--- src/rtl/multicycle_sequencer_pkg.sv ---
// multicycle_sequencer_pkg: shared MIPS opcode/funct codes, FSM state codes, instruction classes and PC source selects
// Package mips_defs is imported by instr_classifier and multicycle_sequencer; it has no ports.
package mips_defs;
    localparam logic [5:0] OP_RTYPE  = 6'h00;
    localparam logic [5:0] OP_REGIMM = 6'h01;
    localparam logic [5:0] OP_J      = 6'h02;
    localparam logic [5:0] OP_JAL    = 6'h03;
    localparam logic [5:0] OP_BEQ    = 6'h04;
    localparam logic [5:0] OP_BNE    = 6'h05;
    localparam logic [5:0] OP_BLEZ   = 6'h06;
    localparam logic [5:0] OP_BGTZ   = 6'h07;
    localparam logic [5:0] OP_ADDI   = 6'h08;
    localparam logic [5:0] OP_ADDIU  = 6'h09;
    localparam logic [5:0] OP_SLTI   = 6'h0A;
    localparam logic [5:0] OP_SLTIU  = 6'h0B;
    localparam logic [5:0] OP_ANDI   = 6'h0C;
    localparam logic [5:0] OP_ORI    = 6'h0D;
    localparam logic [5:0] OP_XORI   = 6'h0E;
    localparam logic [5:0] OP_LUI    = 6'h0F;
    localparam logic [5:0] OP_LB     = 6'h20;
    localparam logic [5:0] OP_LH     = 6'h21;
    localparam logic [5:0] OP_LW     = 6'h23;
    localparam logic [5:0] OP_SB     = 6'h28;
    localparam logic [5:0] OP_SH     = 6'h29;
    localparam logic [5:0] OP_SW     = 6'h2B;
    localparam logic [5:0] FN_SLL    = 6'h00;
    localparam logic [5:0] FN_SRL    = 6'h02;
    localparam logic [5:0] FN_SRA    = 6'h03;
    localparam logic [5:0] FN_SLLV   = 6'h04;
    localparam logic [5:0] FN_SRLV   = 6'h06;
    localparam logic [5:0] FN_SRAV   = 6'h07;
    localparam logic [5:0] FN_JR     = 6'h08;
    localparam logic [5:0] FN_ADD    = 6'h20;
    localparam logic [5:0] FN_ADDU   = 6'h21;
    localparam logic [5:0] FN_SUB    = 6'h22;
    localparam logic [5:0] FN_SUBU   = 6'h23;
    localparam logic [5:0] FN_AND    = 6'h24;
    localparam logic [5:0] FN_OR     = 6'h25;
    localparam logic [5:0] FN_XOR    = 6'h26;
    localparam logic [5:0] FN_NOR    = 6'h27;
    localparam logic [5:0] FN_SLT    = 6'h2A;
    localparam logic [5:0] FN_SLTU   = 6'h2B;
    localparam logic [1:0] PC_SEQ    = 2'b00;
    localparam logic [1:0] PC_BRANCH = 2'b01;
    localparam logic [1:0] PC_JUMP   = 2'b10;
    localparam logic [1:0] PC_REG    = 2'b11;
    typedef enum logic [2:0] {
        ST_FETCH  = 3'd0,
        ST_DECODE = 3'd1,
        ST_EXEC   = 3'd2,
        ST_MEM    = 3'd3,
        ST_WB     = 3'd4,
        ST_FAULT  = 3'd7
    } state_t;
    typedef enum logic [3:0] {
        CL_ILLEGAL = 4'd0,
        CL_R_ALU   = 4'd1,
        CL_JR      = 4'd2,
        CL_I_ALU   = 4'd3,
        CL_LOAD    = 4'd4,
        CL_STORE   = 4'd5,
        CL_BRANCH  = 4'd6,
        CL_J       = 4'd7,
        CL_JAL     = 4'd8
    } class_t;
endpackage

--- src/rtl/multicycle_sequencer_instr_classifier.sv ---
// instr_classifier: combinational Opcode/Funct to instruction class decode
// Ports:
//   opcode      in  6  Instruction[31:26]
//   funct       in  6  Instruction[5:0], only meaningful for opcode 0
//   instr_class out 4  class_t code; CL_ILLEGAL for anything not in the supported subset
module instr_classifier
    import mips_defs::*;
(
    input  logic [5:0] opcode,
    input  logic [5:0] funct,
    output logic [3:0] instr_class
);
    always_comb begin
        case (opcode)
            OP_RTYPE:
                instr_class = (funct == FN_JR) ? CL_JR :
                              (funct inside {FN_SLL, FN_SRL, FN_SRA, FN_SLLV, FN_SRLV, FN_SRAV,
                                             FN_ADD, FN_ADDU, FN_SUB, FN_SUBU, FN_AND, FN_OR,
                                             FN_XOR, FN_NOR, FN_SLT, FN_SLTU}) ? CL_R_ALU : CL_ILLEGAL;
            // bgez/bltz share REGIMM; the rt field picks the condition, which the ALU evaluates
            OP_REGIMM, OP_BEQ, OP_BNE, OP_BLEZ, OP_BGTZ:
                instr_class = CL_BRANCH;
            OP_ADDI, OP_ADDIU, OP_SLTI, OP_SLTIU, OP_ANDI, OP_ORI, OP_XORI, OP_LUI:
                instr_class = CL_I_ALU;
            OP_LB, OP_LH, OP_LW:
                instr_class = CL_LOAD;
            OP_SB, OP_SH, OP_SW:
                instr_class = CL_STORE;
            OP_J:
                instr_class = CL_J;
            OP_JAL:
                instr_class = CL_JAL;
            default:
                instr_class = CL_ILLEGAL;
        endcase
    end
endmodule

--- src/rtl/multicycle_sequencer.sv ---
// multicycle_sequencer: FETCH/DECODE/EXEC/MEM/WB control FSM for a multicycle MIPS datapath
// Ports:
//   Clk, Reset (async, active-high)
//   Opcode, Funct   in   instruction fields from IR
//   BranchCond      in   ALU branch outcome (EXEC)
//   MemReady        in   memory finishes the current access this cycle
//   PCWrite, PCSrcSel, IRWrite, MemRead, MemWrite, RegWrite, LinkWrite  out  per-cycle enables
//   State           out  current state code
//   Fault           out  sticky illegal-instruction / memory-timeout flag
module multicycle_sequencer
    import mips_defs::*;
#(
    parameter int MEM_WAIT_MAX = 15,
    parameter int CNT_W        = 4
) (
    input  logic       Clk,
    input  logic       Reset,
    input  logic [5:0] Opcode,
    input  logic [5:0] Funct,
    input  logic       BranchCond,
    input  logic       MemReady,
    output logic       PCWrite,
    output logic [1:0] PCSrcSel,
    output logic       IRWrite,
    output logic       MemRead,
    output logic       MemWrite,
    output logic       RegWrite,
    output logic       LinkWrite,
    output logic [2:0] State,
    output logic       Fault
);
    state_t             state, state_nxt;
    class_t             class_q, class_dec;
    logic [3:0]         class_raw;
    logic [CNT_W-1:0]   wait_cnt;
    logic               timeout;

    instr_classifier u_classifier (
        .opcode      (Opcode),
        .funct       (Funct),
        .instr_class (class_raw)
    );

    assign class_dec = class_t'(class_raw);
    // this waiting cycle would bring the count to MEM_WAIT_MAX; MemReady overrides it
    assign timeout   = !MemReady && (wait_cnt == CNT_W'(MEM_WAIT_MAX - 1));
    assign State     = state;

    always_ff @(posedge Clk or posedge Reset) begin
        if (Reset)
            state <= ST_FETCH;
        else
            state <= state_nxt;
    end

    // class is captured in DECODE so later IR/Opcode changes cannot disturb EXEC..WB
    always_ff @(posedge Clk or posedge Reset) begin
        if (Reset) begin
            class_q  <= CL_ILLEGAL;
            wait_cnt <= '0;
        end else begin
            if (state == ST_DECODE)
                class_q <= class_dec;
            wait_cnt <= (state_nxt != state || MemReady) ? '0 :
                        (state inside {ST_FETCH, ST_MEM}) ? wait_cnt + 1'b1 : wait_cnt;
        end
    end

    always_comb begin
        state_nxt = state;
        case (state)
            ST_FETCH:  state_nxt = MemReady ? ST_DECODE : timeout ? ST_FAULT : ST_FETCH;
            ST_DECODE: state_nxt = (class_dec == CL_ILLEGAL) ? ST_FAULT :
                                   (class_dec == CL_J) ? ST_FETCH : ST_EXEC;
            ST_EXEC:   state_nxt = (class_q inside {CL_LOAD, CL_STORE}) ? ST_MEM :
                                   (class_q inside {CL_R_ALU, CL_I_ALU, CL_JAL}) ? ST_WB : ST_FETCH;
            ST_MEM:    state_nxt = MemReady ? ((class_q == CL_LOAD) ? ST_WB : ST_FETCH) :
                                   timeout ? ST_FAULT : ST_MEM;
            ST_WB:     state_nxt = ST_FETCH;
            default:   state_nxt = ST_FAULT;
        endcase
    end

    // Reset gates every enable so an access in flight is dropped immediately
    always_comb begin
        PCWrite   = 1'b0;
        PCSrcSel  = PC_SEQ;
        IRWrite   = 1'b0;
        MemRead   = 1'b0;
        MemWrite  = 1'b0;
        RegWrite  = 1'b0;
        LinkWrite = 1'b0;
        Fault     = 1'b0;
        if (!Reset) begin
            case (state)
                ST_FETCH: begin
                    MemRead = 1'b1;
                    IRWrite = MemReady;
                    PCWrite = MemReady;
                end
                ST_DECODE: begin
                    PCWrite  = (class_dec == CL_J);
                    PCSrcSel = (class_dec == CL_J) ? PC_JUMP : PC_SEQ;
                end
                ST_EXEC: begin
                    PCWrite  = (class_q == CL_BRANCH) ? BranchCond : (class_q inside {CL_JR, CL_JAL});
                    PCSrcSel = (class_q == CL_BRANCH) ? PC_BRANCH :
                               (class_q == CL_JR) ? PC_REG :
                               (class_q == CL_JAL) ? PC_JUMP : PC_SEQ;
                end
                ST_MEM: begin
                    MemRead  = (class_q == CL_LOAD);
                    MemWrite = (class_q == CL_STORE);
                end
                ST_WB: begin
                    RegWrite  = 1'b1;
                    LinkWrite = (class_q == CL_JAL);
                end
                ST_FAULT:
                    Fault = 1'b1;
                default: ;
            endcase
        end
    end
endmodule
--- config.mk ---
export PLATFORM = sky130hd
export DESIGN_NAME = multicycle_sequencer
export DESIGN_NICKNAME = d
export VERILOG_FILES = /design/src/rtl/multicycle_sequencer_pkg.sv /design/src/rtl/multicycle_sequencer_instr_classifier.sv /design/src/rtl/multicycle_sequencer.sv
export SDC_FILE = /design/constraint.sdc
export NUM_CORES = 1
export LEC_CHECK = 0
export CAP_MARGIN = 20
export CELL_PAD_IN_SITES_DETAIL_PLACEMENT = 0
export CELL_PAD_IN_SITES_GLOBAL_PLACEMENT = 1
export CORE_MARGIN = 1.5
export CORE_UTILIZATION = 29
export CTS_CLUSTER_DIAMETER = 120
export CTS_CLUSTER_SIZE = 16
export DETAILED_ROUTE_END_ITERATION = 7
export GPL_ROUTABILITY_DRIVEN = 0
export PLACE_DENSITY = 0.66
export SLEW_MARGIN = 20
export SYNTH_ARGS = -nofsm -noshare
export SYNTH_HDL_FRONTEND = slang
export SYNTH_SLANG_ARGS = --single-unit
--- constraint.sdc ---
create_clock -name Clk -period 2 [get_ports Clk]
set_input_delay 0.4 -clock Clk [delete_from_list [all_inputs] [get_ports Clk]]
set_output_delay 0.4 -clock Clk [all_outputs]
set_load 0.02 [all_outputs]
* Yosys cells after proc, flatten, opt, wreduce, memory -nomap -nowiden
Cells that the tools add are included.
Operators by class: add/sub/neg operators 1, multipliers 0, divide/modulo/power cells 0, $lt $le $gt $ge 0, equality and inequality tests 52, shift-type cells 0, multiplexer cells 36, bitwise logic cells 0, reductions and logical operators 17
Operator list (number):
- $eq 6x6->1 const B | 16
- $eq 6x4->1 const B | 9
- $eq 6x3->1 const B | 7
- $pmux 4 s7 | 1
- $eq 6x2->1 const B | 4
- $mux 3 | 8
- $eq 4x3->1 const B | 4
- $reduce_bool 16->1 | 1
- $pmux 3 s5 | 1
- $mux 1 | 14
- $logic_not 6->1 | 2
- $mux 2 | 6
- $mux 4 | 3
- $eq 4x2->1 const B | 2
- $eq 4x4->1 const B | 2
- $reduce_bool 2->1 | 4
- $reduce_or 8->1 | 1
- $eq 3x2->1 const B | 2
- $eq 3x3->1 const B | 2
- $eq 6x1->1 const B | 1
- $reduce_or 3->1 | 2
- $reduce_or 5->1 | 1
- $add 4x1->4 const B | 1
- $eq 4x1->1 const B | 1
- 11 further kinds | 11
Storage, ports and cells: register bits 11, latch bits 0, memory bits (writable) 0, bits in read-only memories 0, input bits 16, output and inout port bits 12, word-level logic and storage cells 109, memories 0

* Logic depth before layout (Yosys ltp)
word-level depth 12, gate-level depth with buffers 7, gate-level depth less buffers 7

* By module
From an unflattened synthesis, not the netlist that was laid out.
Unflattened totals: cells, all modules 128, area total of the unflattened synthesis 1047.3 µm²
Modules (own cells, without submodules):
- multicycle_sequencer | times used 1, cells an instance 102, area an instance 882.1 µm², seq. area each 275.3 µm²
- instr_classifier | times used 1, cells an instance 26, area an instance 165.2 µm², seq. area each 0.0 µm²

* Worst setup path before layout
No wires, ideal clock.
kind reg-to-output, start point register state[1] (netlist: State[1]), end point output port PCWrite, arrival time 1936 ps, data required time 1600 ps, slack -336 ps, cell stages (with the launch flop) 7, path buffers 1, cell sequence dfrtp_1 -> buf_6 -> and4bb_2 -> nand2_1 -> a21oi_1 -> nor2_1 -> o41ai_1
Between the ends: longest elaborated chain between the ends 3, elaborated cells on any way between the ends 5, those cells by class eq/ne: 2; mux: 2; reduce/logical: 1
RTL lines:
- start: declaration | line multicycle_sequencer.sv:32 | state_t state, state_nxt;
- start signal: assignment | line multicycle_sequencer.sv:53 | state <= state_nxt;
- $eq 3x2->1, or another cell as far along | line multicycle_sequencer.sv:95 | case (state)
- $pmux 1 s3 * | line multicycle_sequencer.sv:95
- $mux 1 * | line multicycle_sequencer.sv:94 | if (!Reset) begin
- end: declaration | line multicycle_sequencer.sv:22 | output logic PCWrite,
Every way passes the cells marked *; elsewhere a longest branch is shown, timed or not.

* Final worst setup path
Same ends and word-level chain as after synthesis.

==> metrics.txt <==
run status finished, violations left; failing checks setup timing; clock network latency to the later pin of the worst-skew pair 0.28 ns; most area-consuming cells after synthesis dfrtp_1 (28%), nor2_1 (8.0%), a21oi_1 (4.6%); Worst Max-Slew Pin Slew 0.454 ns; FF-to-FF Start State[1]; core footprint 0.00313 mm²; cell taking the most area after synthesis dfrtp_1; clock buffer depth 2; CTS H-tree lvls 1; LEAKAGE 0.760 nW; critical path's top delay family simple AND/OR/NAND/NOR gates; relative slew slack 0.694; Port Buffers 27; FF-to-FF path depth 9; first-pass GRT wire length 5130 µm; CP cell instances and4bb_2, nand2_2, a21oi_4, nor2_2, o41ai_4, buf_4; Final period util 1.05; starting density of the core 0.314; DRT Pass-1 Iters 4; FILL cells 316; fraction of registers with async set/reset 1.00; fin util 0.532; Top FF cell, synth dfrtp_1; DIE WIDTH 61.2 µm; skew final 0.00391 ns; Final min period 2.11 ns; WL/cell 13.2 µm; Syn Std Cell Area 981 µm²; M3 GR Usage 0.0378; antenna violations before repair 0; CP bufs+invs 1; total number of vias 1,152; Worst Setup End Kind output port; flop and latch count out of synthesis 11; f_max 0.474 GHz; Yosys warning count 0; CTS tree done; kind of critical path reg2out; Cell Pwr Density 293 mW/mm²; clk slew on worst S/H paths 0.08 ns; die area 0.00374 mm²; sequential element share of the synthesized area 0.281; Layout area overhead 69.5%; Hold Crit Class in2async; Final nets 210; CTS sink count 11; CTS Buf Count 3; Synth cell types 42; Startpoint Class flip-flop; FF+latch area 277 µm²; # IOs 28; max-slew violation count 0; endpoints failing hold 0; Post-synth EDFFs 0; # diodes 0; initial drt markers 43; Synth Net Count 141; critical path launch point State[1]; worst reg2reg endpoint wait_cnt[1]; vias in the first global route 1,134; top cell type's share of synthesized area 0.281; number of placement rows 20; Max Cap Viol 0; unrepaired setup endpoints after global routing yes; GR Util All Layers 0.183; Avg Inst Size Synth 7.98 µm²; GRT Residual Overflow 0; busiest grt layer met2; Hold WS 0.534 ns; DRC violations left 0; FF-to-FF setup slack 0.12 ns; Worst EP required 1.60 ns; DRT Wirelength 3110 µm; largest net degree at the start of global routing 14; Slowest cell on crit path dfrtp_1; area of the multi-input gates 718 µm²; Levels on crit path 6; worst setup margin -0.110 ns; crit path DAT 1.71 ns; layout cells sized above 1 0.408; Syn Inst Count 123; Setup violations, final 3; routing usage on met1 0.251; DR vias/cell 4.90; hpwl dp 2430 µm; Critical Path Fanout Max 4; DRT antenna net count 0; CP max stage delay 0.42 ns; chip height 61.2 µm; CTS Root Buffer Type clkbuf_4; hold buffers post-CTS 0; pre-CTS WS -1.05 ns; grt met2 use 0.307; Worst Setup EP PCWrite; Worst VDD drop 0.282 mV
-- report_power, final --
group | internal, mW | switching (mW) | total, mW
clock network | 0.0776 | 0.0882 | 0.166
logic | 0.0548 | 0.0446 | 0.0994
registers | 0.222 | 0 | 0.222
total | 0.355 | 0.133 | 0.487
-- area by class of cell --
class | count | area share
inverters | 5 | 0.0113
flip-flops and latches | 11 | 0.166
multi-input cells | 102 | 0.432
repair buffers | 69 | 0.342
clock buffers | 4 | 0.0158
well taps | 44 | 0.0331
-- through the flow --
step / area [µm²] / setup TNS (ns) / cells / total power [mW]
5_1_grt: 1660 / -0.360 / 235 / 0.519
2_1_floorplan: 1000 / 0 / 123 / 0.256
6_report: 1660 / -0.165 / 235 / 0.487
4_1_cts: 1670 / -0.239 / 235 / 0.485
3_5_place_dp: 1560 / -5.25 / 226 / 0.326
3_3_place_gp: 1560 / -5.05 / 226 / 0.324
-- sequential cells by signal (all words and copies together) (netlist names) --
| name | flops |
|---|---|
| class_q | 4 |
| wait_cnt | 4 |
| State | 3 |
-- kinds of logic after synthesis --
logic type | synth area share
simple gates | 0.378
flops | 0.281
mux | 0.0561
fa+ha+maj | 0.0255
xor+xnor | 0.0446
compound gates | 0.147
buf+inv | 0.0689
-- worst register-to-register path, delay by kind of cell (launching register included) --
kind            cells  cell delay [ns]
compound gates      2             0.43
buf+inv             5             0.67
flops               1             0.42
simple gates        2             0.28
-- placed cells by master (no fill, tap or decap), types with 3 or more instances in the layout --
master	n
a21oi_1	6
buf_2	3
buf_4	39
buf_6	6
clkbuf_2	3
clkbuf_4	3
clkdlybuf4s50_1	11
dfrtp_1	10
dlygate4sd2_1	4
inv_1	5
mux2_2	4
nand2_1	9
nand3_1	4
nor2_1	18
nor2b_1	3
nor3_1	4
o21ai_0	3
xor2_1	4
-- cell usage after synthesis, types with 3 or more instances --
| cell | count |
|---|---|
| dfrtp_1 | 11 |
| o21ai_0 | 4 |
| nand3_1 | 4 |
| buf_6 | 4 |
| a21oi_1 | 9 |
| nor2b_1 | 4 |
| mux2_2 | 4 |
| nor2_1 | 21 |
| nor4_1 | 3 |
| xor2_1 | 4 |
| nand2_1 | 10 |
| nor3_1 | 5 |
| inv_1 | 5 |
-- timing repair --
item / 4_1_cts / 5_1_grt
resized for setup: 56 / 11
pin swaps: 9 / 4
gates cloned: 0 / 0
endpoints found under the setup margin: 11 / 11
buffers inserted: 5 / 0
-- metal layers --
layer  vias up  routed length (µm)
met5         -                   0
met4         0                  19
met3         3                 103
met2        20                1550
met1       549                1440
li1        580                   -
-- how the worst min path moves through the flow --
| stage | endpoint | start | cells after the start | slack [ns] |
|---|---|---|---|---|
| after CTS | wait_cnt[1] | Reset | 3 | 0.54 |
| after floorplan | State[0] | Reset | 1 | 0.27 |
| after global placement | wait_cnt[3] | wait_cnt[3] | 2 | 0.53 |
| after detailed placement | wait_cnt[3] | wait_cnt[3] | 2 | 0.55 |
| after global routing | class_q[2] | Reset | 3 | 0.57 |
| final | State[2] | Reset | 3 | 0.53 |
Note: power is estimated with default switching activity, not from simulation.
==> patch 1, RTL diff (same flow settings) <==
`CNT_W`: 4 -> 6.
--- a/src/rtl/multicycle_sequencer.sv
+++ b/src/rtl/multicycle_sequencer.sv
@@ -12,5 +12,5 @@
 #(
     parameter int MEM_WAIT_MAX = 15,
-    parameter int CNT_W        = 4
+    parameter int CNT_W        = 6
 ) (
     input  logic       Clk,
Behaviour: same outputs for any inputs over 10 cycles, from zero or initial values and one cycle with Reset high; that may be too few to reach the edited logic, so the function may still have changed.
==> patch 1 against the original RTL <==
- the flow still finishes with violations (negative setup slack)
- clock skew hardly changed
- cell count grew 17%
- critical path type is now input pin to output port
- setup slack got worse by 0.17 ns
- total power is 33% higher
- combinational power up 47%
- worst hold slack improved by 0.0036 ns
- cell area grew 29%
- clock power increased by 40%
- sequential cell count grew 2
- area after synthesis grew 18%
- wire length up 23%
==> patch 1: results <==
status:
  outcome: "finished with violations"
  violations: "negative setup slack"
detailed_routing:
  route.met2.wl_um: 2020
  viasPerCell: 5.16
  drt_iter0_drc: 98
  wl_met3_um: 161
  drt-met1-wl_um: 1600
  routed_wirelength_um: 3840
sta:
  finalSetupViolations: 9
  tightest_slew_ns: 0.367
  skew_ns: 0.00345
  layout_setup_ws_ns: -0.283
  tns_ns: -1.02
worst_setup_path:
  crit_start: "Opcode[1]"
  rr_startpoint: "wait_cnt[0]"
  crit_path_max_fanout: 3
  timing.rr.end: "wait_cnt[0]"
  arrival_ns: 1.88
  r2r_slack_ns: -0.08
  rr_worst_depth: 8
global_route:
  grt_use_met3_pct: 3.07
  grt_max_degree: 22
  grt_pass1_wl_um: 6060
  use_met1_pct: 19.2
  track_usage_pct: 17.5
  grt_pass1_vias: 1416
  gr-usage-met2_pct: 34.3
  antenna_found_initial: 0
power:
  switching_power_w: 0.000166
  p_leak_nw: 0.928
  ir_drop_v: 0.000276
yosys:
  ys_types: 47
  yosys_warnings: 0
  synth_commonest_cells: "15 x nand2_1, 13 x dfrtp_1, 11 x nor2_1"
  synthXorXnorAreaFrac_pct: 5.29
  synth.area.top_cells: "dfrtp_1 28%, nor3_2 6.0%, nand2_1 4.9%"
  postSynthNetCount: 161
  seq_area_frac_synth_pct: 28.0
  muxShareOfSynthArea_pct: 2.16
  synth_compound_area_share_pct: 22.0
  synthAdderAreaFrac_pct: 2.16
placed_design:
  io_buffer_count: 27
  dp_hpwl_um: 2790
final_layout:
  finalNetCount: 246
  drive_gt1_share_pct: 55.9
worst_hold_path:
  hp-class: "input pin to flop"
clocking:
  clk_pin_slew_ns: 0.06
  clk_latency_ns: 0.24
  post_cts_resized: 89
  cts_setup_buffers: 4
  cts-root-buf: "clkbuf_8"
patch 1: cell count changes after synthesis, moves of 3 or more:
| cell | change |
|---|---|
| nand4_1 | +3 |
| buf_6 | -4 |
| nor2_1 | -10 |
| nor3_2 | +7 |
| clkbuf_1 | +5 |
| xor2_1 | -3 |
| nand2_1 | +5 |
| nor3_1 | +3 |
| o21ai_0 | +3 |
| xnor2_1 | +5 |
| mux2_2 | -4 |
patch 1: power groups by stage:
stage / clock (W) / sequential, W / combinational [W]
3_3_place_gp: 0 / 0.000271 / 0.000124
5_1_grt: 0.000256 / 0.000266 / 0.000159
4_1_cts: 0.000241 / 0.000266 / 0.000126
3_5_place_dp: 0 / 0.000271 / 0.000126
2_1_floorplan: 0 / 0.000271 / 0.0000374
6_report: 0.000233 / 0.000266 / 0.000146
patch 1: metrics by stage:
stage	hold WS (ns)	worst slack [ns]	cells	area [µm²]	power (W)
6_report	0.538	-0.283	275	2150	0.000646
3_5_place_dp	0.554	-1.13	259	1860	0.000397
2_1_floorplan	0.290	-0.0736	143	1200	0.000308
3_3_place_gp	0.552	-1.06	259	1860	0.000395
5_1_grt	0.545	-0.369	275	2150	0.000681
4_1_cts	0.527	-0.404	266	1990	0.000634
patch 1: area by class of cell:
class | count | area, µm²
fillers | 370 | 1590
multi-input cells | 117 | 973
repair buffers | 87 | 721
flip-flops and latches | 13 | 327
well taps | 48 | 60.1
clock buffers | 3 | 41.3
inverters | 6 | 22.5
clock inverters | 1 | 5.00
patch 1: worst max-delay path, stage by stage:
cell      delay (ns)
buf_8           0.10
or2b_4          0.20
nor2b_4         0.16
a21oi_2         0.06
a311o_1         0.32
nor3_2          0.15
nand2b_1        0.11
a311oi_4        0.22
buf_6           0.16
==> patch 2, RTL diff (config.mk and constraints unchanged) <==
Made on the original files. Register the output `Fault`; this adds one clock of latency there. The other outputs are not delayed to match.
--- a/src/rtl/multicycle_sequencer.sv
+++ b/src/rtl/multicycle_sequencer.sv
@@ -30,4 +30,6 @@
     output logic       Fault
 );
+
+    logic Fault_d;
     state_t             state, state_nxt;
     class_t             class_q, class_dec;
@@ -91,5 +93,5 @@
         RegWrite  = 1'b0;
         LinkWrite = 1'b0;
-        Fault     = 1'b0;
+        Fault_d   = 1'b0;
         if (!Reset) begin
             case (state)
@@ -118,8 +120,12 @@
                 end
                 ST_FAULT:
-                    Fault = 1'b1;
+                    Fault_d = 1'b1;
                 default: ;
             endcase
         end
     end
+    always_ff @(posedge Clk) begin
+        Fault <= Fault_d;
+    end
+
 endmodule
Check against the original RTL: not equivalent (a bounded check fails within 4 cycles, from zero or initial values and one cycle with Reset high).
==> patch 2 against the original RTL <==
- the run still ends with negative setup slack left
- count of clock-buffer cells in the layout unchanged
- non-clock buffer count up 10
- first-iteration DRC count down 23%
- cell count is 7.7% higher
- cell area up 11%
- utilization rose by 2.1 points
- wire length grew 2.9%
- sequential cell count is 1 higher
- synthesized cell count grew 5.7%
- setup slack worse by 0.077 ns
- die area is 3.3% higher
- area after synthesis up 3.4%
- largest cell class unchanged
Power is left out: it rests on default switching activity, and per cell area and clock period it moved more than threefold.
==> patch 2: results <==
yosys:
  postSynthNetCount: 148
  ys_async_sr_fraction_pct: 91.7
  ys_types: 49
  synthFlopType: "dfrtp_1"
  synthXorXnorAreaFrac_pct: 4.32
  synth_commonest_cells: "21 x nor2_1, 11 x dfrtp_1, 9 x inv_1"
  synth_compound_area_share_pct: 23.2
  seq_area_frac_synth_pct: 29.1
  synth.area.top_cells: "dfrtp_1 27%, nor2_1 7.8%, a21oi_1 3.5%"
  synth.avg_cell_area_um2: 7.81
  synthAdderAreaFrac_pct: 2.47
  muxShareOfSynthArea_pct: 0
  yosys_warnings: 0
clocking:
  htreeDepth: 1
  cts_max_path_buffers: 2
  clk_latency_ns: 0.27
  cts_setup_buffers: 6
  cts_buffers: 3
  post_cts_resized: 65
detailed_routing:
  highest_layer: "met4"
  wl_per_cell_um: 12.6
  routed_wirelength_um: 3200
  drt_iter0_drc: 33
  viasPerCell: 4.97
  firstDrtPassIters: 4
  wl_met3_um: 113
  route.met2.wl_um: 1600
  drt-met1-wl_um: 1450
global_route:
  use_met1_pct: 22.5
  grt_max_degree: 19
  grt_pass1_wl_um: 5730
  grt_use_met3_pct: 1.63
  gr-usage-met2_pct: 31.9
  grt_pass1_vias: 1308
  track_usage_pct: 17.9
worst_hold_path:
  hp-class: "input pin to async pin"
placed_design:
  place_worst_setup_slack_ns: -0.875
  dp.cells: 242
  dp_hpwl_um: 2540
  dpl_cell_area_um2: 1690
  io_buffer_count: 27
sta:
  finalSetupViolations: 8
  layout_setup_ws_ns: -0.187
  skew_ns: 0.00224
  tightest_slew_ns: 0.448
  tns_ns: -0.516
worst_setup_path:
  arrival_ns: 2.33
  rr_worst_depth: 7
  crit_path_max_fanout: 3
final_layout:
  diodes: 0
  finalNetCount: 226
  fillers: 333
  drive_gt1_share_pct: 43.0
status:
  outcome: "finished with violations"
  violations: "negative setup slack"
patch 2: worst paths after layout:
check / from / slack (ns) / end
min reg2reg: wait_cnt[3] / 0.58 / wait_cnt[3]
max reg2reg: class_q[1] / -0.01 / wait_cnt[1]
max in group asynchronous: Reset / 1.26 / State[2]
min in group Clk: wait_cnt[3] / 0.58 / wait_cnt[3]
min: Reset / 0.48 / State[0]
max: Opcode[3] / -0.19 / State[2]
patch 2: worst max-delay path, stage by stage:
cell,delay (ns)
buf_6,0.09
or4_4,0.53
buf_6,0.14
nor4_4,0.28
o211a_1,0.27
nor4b_4,0.07
or4_1,0.54
patch 2: layout make-up:
| cell class | count | area [µm²] | share of cell area [%] |
|---|---|---|---|
| Sequential cell | 12 | 297 | 16.1 |
| Inverter | 9 | 33.8 | 1.83 |
| Tap cell | 46 | 57.6 | 3.12 |
| Timing Repair Buffer | 79 | 649 | 35.2 |
| Multi-Input combinational cell | 103 | 772 | 41.8 |
| Clock buffer | 4 | 36.3 | 1.97 |
